## src/rtl/bus_synchronizer.sv

```systemverilog
// ---------------------------------------------------------------------------
// bus_synchronizer
//
// Purpose:
//   Carries bundled data words from an asynchronous source domain into the
//   clk_dest domain using a per-channel toggle request / toggle acknowledge
//   handshake. Only the request line of each channel is synchronized. The
//   data bits are sampled directly, because the source holds them stable
//   from its request toggle until it sees the matching acknowledge toggle.
//   Each channel buffers one presented word plus one parked request.
//
// Parameters:
//   BITS_WIDTH    data word width per channel
//   CHANNELS      number of independent crossing channels
//   STAGES        synchronizer depth on each request line (minimum 2)
//
// Ports:
//   clk_dest      destination clock, rising edge only
//   rst           synchronous active-high reset
//   src_req       per-channel request toggles (asynchronous to clk_dest)
//   data_src      per-channel bundled data, channel i at [i*BITS_WIDTH +: BITS_WIDTH]
//   src_ack       per-channel acknowledge toggles back to the source
//   data_dest     captured words, same slicing as data_src
//   dest_valid    per-channel "data_dest holds an unconsumed word"
//   dest_ready    per-channel consumer accept
//   overrun       sticky per-channel protocol-violation flag
//   clear_overrun clears all overrun flags (a new overrun in the same cycle wins)
// ---------------------------------------------------------------------------
module bus_synchronizer #(
    parameter int BITS_WIDTH = 5,
    parameter int CHANNELS   = 1,
    parameter int STAGES     = 2
) (
    input  logic                           clk_dest,
    input  logic                           rst,
    input  logic [CHANNELS-1:0]            src_req,
    input  logic [CHANNELS*BITS_WIDTH-1:0] data_src,
    output logic [CHANNELS-1:0]            src_ack,
    output logic [CHANNELS*BITS_WIDTH-1:0] data_dest,
    output logic [CHANNELS-1:0]            dest_valid,
    input  logic [CHANNELS-1:0]            dest_ready,
    output logic [CHANNELS-1:0]            overrun,
    input  logic                           clear_overrun
);

    // Per-channel buffer state. EMPTY has nothing to present, FULL presents
    // one word, FULL_PEND presents one word and also has a request parked
    // that has not been acknowledged yet.
    typedef enum logic [1:0] {
        ST_EMPTY     = 2'd0,
        ST_FULL      = 2'd1,
        ST_FULL_PEND = 2'd2
    } state_t;

    for (genvar g = 0; g < CHANNELS; g++) begin : gChannel

        logic [STAGES-1:0]     r_sync;
        logic                  r_reqD;
        logic                  r_ack;
        logic                  r_valid;
        logic                  r_overrun;
        logic [BITS_WIDTH-1:0] r_data;
        state_t                r_state;

        logic                  w_syncOut;
        logic                  w_edge;
        logic [BITS_WIDTH-1:0] w_dataIn;

        // The last synchronizer flop is compared with one extra delayed copy,
        // so every toggle of src_req, in either direction, yields exactly one
        // single-cycle edge pulse.
        assign w_syncOut = r_sync[STAGES-1];
        assign w_edge    = w_syncOut ^ r_reqD;
        assign w_dataIn  = data_src[g*BITS_WIDTH +: BITS_WIDTH];

        // Synchronizer chain, edge detector and the channel buffer FSM.
        // All outputs are registered here. data_dest is written only when a
        // word is captured, so it keeps the last word after dest_valid falls.
        // A capture always toggles the acknowledge. A request that arrives
        // while one is already parked is dropped without an acknowledge and
        // only raises the sticky overrun flag.
        always_ff @(posedge clk_dest) begin
            if (rst) begin
                r_sync    <= '0;
                r_reqD    <= 1'b0;
                r_ack     <= 1'b0;
                r_valid   <= 1'b0;
                r_overrun <= 1'b0;
                r_data    <= '0;
                r_state   <= ST_EMPTY;
            end else begin
                r_sync <= {r_sync[STAGES-2:0], src_req[g]};
                r_reqD <= w_syncOut;

                if (clear_overrun) begin
                    r_overrun <= 1'b0;
                end

                case (r_state)
                    ST_EMPTY: begin
                        if (w_edge) begin
                            r_data  <= w_dataIn;
                            r_valid <= 1'b1;
                            r_ack   <= ~r_ack;
                            r_state <= ST_FULL;
                        end
                    end

                    ST_FULL: begin
                        if (w_edge && dest_ready[g]) begin
                            r_data  <= w_dataIn;
                            r_valid <= 1'b1;
                            r_ack   <= ~r_ack;
                        end else if (w_edge) begin
                            r_state <= ST_FULL_PEND;
                        end else if (dest_ready[g]) begin
                            r_valid <= 1'b0;
                            r_state <= ST_EMPTY;
                        end
                    end

                    ST_FULL_PEND: begin
                        if (dest_ready[g]) begin
                            r_data  <= w_dataIn;
                            r_valid <= 1'b1;
                            r_ack   <= ~r_ack;
                            r_state <= ST_FULL;
                        end
                        if (w_edge) begin
                            r_overrun <= 1'b1;
                        end
                    end

                    default: begin
                        r_valid <= 1'b0;
                        r_state <= ST_EMPTY;
                    end
                endcase
            end
        end

        assign src_ack[g]                              = r_ack;
        assign dest_valid[g]                           = r_valid;
        assign overrun[g]                              = r_overrun;
        assign data_dest[g*BITS_WIDTH +: BITS_WIDTH]   = r_data;

    end

endmodule
```

## config.mk

```make
export PLATFORM = sky130hd
export DESIGN_NAME = bus_synchronizer
export DESIGN_NICKNAME = d
export VERILOG_FILES = /design/src/rtl/bus_synchronizer.sv
export SDC_FILE = /design/constraint.sdc
export NUM_CORES = 1
export LEC_CHECK = 0
export CORE_UTILIZATION = 25
export CTS_BUF_LIST = sky130_fd_sc_hd__clkbuf_16
export DETAILED_ROUTE_END_ITERATION = 10
export PLACE_DENSITY_LB_ADDON = 0.15
export SLEW_MARGIN = 15
export SYNTH_ARGS = -nofsm -noshare
export SYNTH_HDL_FRONTEND = slang
export SYNTH_SLANG_ARGS = --single-unit
```

## constraint.sdc

```tcl
create_clock -name clk_dest -period 2.2 [get_ports clk_dest]
set_input_delay 0.44 -clock clk_dest [delete_from_list [all_inputs] [get_ports clk_dest]]
set_output_delay 0.44 -clock clk_dest [all_outputs]
set_load 0.01 [all_outputs]
```

==> reports/results.ini <==
[setup_path]
arrival_ps=1810
crit_path_cell_trace=clkdlybuf4s50_1, nand2b_1, a31oi_4, buf_4, mux2i_1
cp-start-kind=input pin
crit_required_ps=2370
r2r_cells=3
cp_slowest_stage_delay_ps=490
path_max_fanout=6
worstSetupPathType=input pin to flip-flop
r2r_slack_ps=900
startpoint=dest_ready
r2r-end=gChannel[0].r_state[0]
crit_slowest_cell=clkdlybuf4s50_1
cp-end-kind=flip-flop
regToRegStartpoint=gChannel[0].r_sync[1]

[logic_synthesis]
syn_inst=56
synth_largest_area_cell=dfxtp_1
synthesis.area_um2=581
synthArstFlopShare_pct=0
synth-seq-cells=13
netlist_top_cells_count=nand2b_1, dfxtp_1, mux2i_1, nor2b_1
ys_warn_count=0
ys_types=21
synth_nets=66
synth-seq-area-share_pct=44.8
yosysMostFrequentCell=nand2b_1
yosys.area.top_type_share_pct=44.8
synth-edff-count=0
synthTopCellsByArea=dfxtp_1, nand2b_1, mux2i_1
ys.flop_type=dfxtp_1
syn_area_per_cell_um2=10.4

[detailed_routing]
drt-total-wl_um=1050
avgViaCountPerCell=4.12
drc_errors=0
vias=437
wl_per_cell_um=9.91
final_antenna_net_count=0
drt_iter0_drc=10
first_pass_iters=3

[clock_tree]
post_cts_hold_buffer_count=0
cts.path.max_buffers=2
post_cts_resize_count=0
cts-htree-levels=1
cts_tree=built
clkTransAtPathRegs_ps=50
cts_setup_buffers=0
worstSkewPairLatency_ps=240
clock-sinks=13
cts_buffers=3
root_buffer=clkbuf_16

[floorplan]
core_area_um2=2190
die_h_um=50.2
die_x_um=50.2
rows=17
die_area_um2=2520
io_pins=18
start_util_pct=26.5

[run_status]
run_status=finished clean

[cells_and_area]
drive_gt1_share_pct=15.4
area_delta_synth_final_pct=50.4
finalNetCount=89
num_antenna_cells=0

[sta]
tightestPinTransition_ps=330
fmaxAchievable_mhz=610
hold_violations=0
setup_viol=0
holdWs_ps=430
finalMaxSlewViolations=0
post-route-min-period_ps=1640
period_share_pct=74.5
fin_worst_skew_ps=2.19
rsz0062_at_grt=false
timing.slew.headroom_pct=78.0
setup_tns_ps=0

[job]
cap_violations=0

[min_path]
holdPathStages=1
holdCritStartpoint=gChannel[0].r_sync[0]
worstHoldEndpoint=gChannel[0].r_sync[1]
hp-class=flip-flop to flip-flop

[global_routing]
grt_start_max_net_pins=13
antenna_found_initial=0
grt_pass1_vias=392
grt_first_pass_wirelength_um=1750
overflow=0
grt_use_total_pct=10.2

[placement]
io_buffers=17
gp_congestion=0.673
hpwl_um=759

[power]
ir_drop_v=0.000454
p_leak_nw=0.351
power_density_nw_per_um2=782

placed cells by master (no fill, tap or decap), types with 2 or more instances in the layout:
cell / instances
clkdlybuf4s50_1: 17
buf_4: 3
inv_1: 2
mux2i_1: 5
nor2_1: 2
a21oi_1: 2
dfxtp_1: 13
nand2b_1: 15
nor2b_1: 3
clkbuf_16: 3
routing by layer:
layer / wire length [µm] / up-vias / GRT usage, %
met3: 101 / 5 / 7.27
met1: 485 / 187 / 10.9
met4: 35 / 0 / 8.57
met2: 426 / 15 / 13.3
met5: 0 / - / 0
li1: - / 230 / -
through the flow:
| step | utilization [%] | cells | worst slack (ps) | instance area (µm²) | power, mW |
|---|---|---|---|---|---|
| after floorplan | - | 56 | 836 | 581 | 0.302 |
| after global placement | 36.2 | 102 | 317 | 793 | 0.343 |
| after detailed placement | 36.2 | 102 | 294 | 793 | 0.344 |
| after CTS | 39.9 | 106 | 530 | 873 | 0.697 |
| after global routing | 39.9 | 106 | 456 | 873 | 0.710 |
| final | 39.9 | 106 | 561 | 873 | 0.683 |
how the worst max path moves through the flow:
stage / depth (start not counted) / slack (ps) / end
final: 5 / 560 / data_dest[2]
after global routing: 5 / 460 / data_dest[2]
after floorplan: 3 / 840 / src_ack
after detailed placement: 4 / 290 / src_ack
after CTS: 5 / 530 / data_dest[2]
after global placement: 5 / 320 / data_dest[2]
layout make-up:
class / instances / area, µm²
clock buffers: 3 / 75.1
clock inverters: 1 / 5.00
fillers: 239 / 1320
inverters: 2 / 7.51
multi-input cells: 39 / 298
flip-flops and latches: 13 / 260
well taps: 28 / 35.0
repair buffers: 20 / 193
critical path: cells and delay by family:
| family | cells | cell delay [ps] |
|---|---|---|
| buffers and inverters | 2 | 680 |
| AOI/OAI and AO/OA | 1 | 280 |
| and+or+nand+nor | 1 | 240 |
| muxes | 1 | 180 |
power by group:
group	internal [mW]	leakage, nW	switching, mW
registers	0.249	0.106	0.00787
clock network	0.242	0.0409	0.103
logic	0.0524	0.204	0.0288
total	0.543	0.351	0.140
state kept, by name, summed over array words and instances (netlist names):
register and cells:
gChannel.r_state 2, data_dest 5, gChannel.r_sync 2, src_ack 1, dest_valid 1, gChannel.r_reqD 1
overrun 1
logic make-up (layout without fill, tap and decap cells):
| kind of cell | count (synthesis) | in the layout | share of synthesized area (%) |
|---|---|---|---|
| AOI/OAI and AO/OA | 7 | 7 | 10.1 |
| xor gates and xnor gates | 1 | 1 | 2.80 |
| buffers and inverters | 4 | 26 | 3.88 |
| DFF | 13 | 13 | 44.8 |
| muxes | 7 | 7 | 13.1 |
| and+or+nand+nor | 24 | 24 | 25.2 |
No activity file was read; power rests on OpenSTA's default activity.
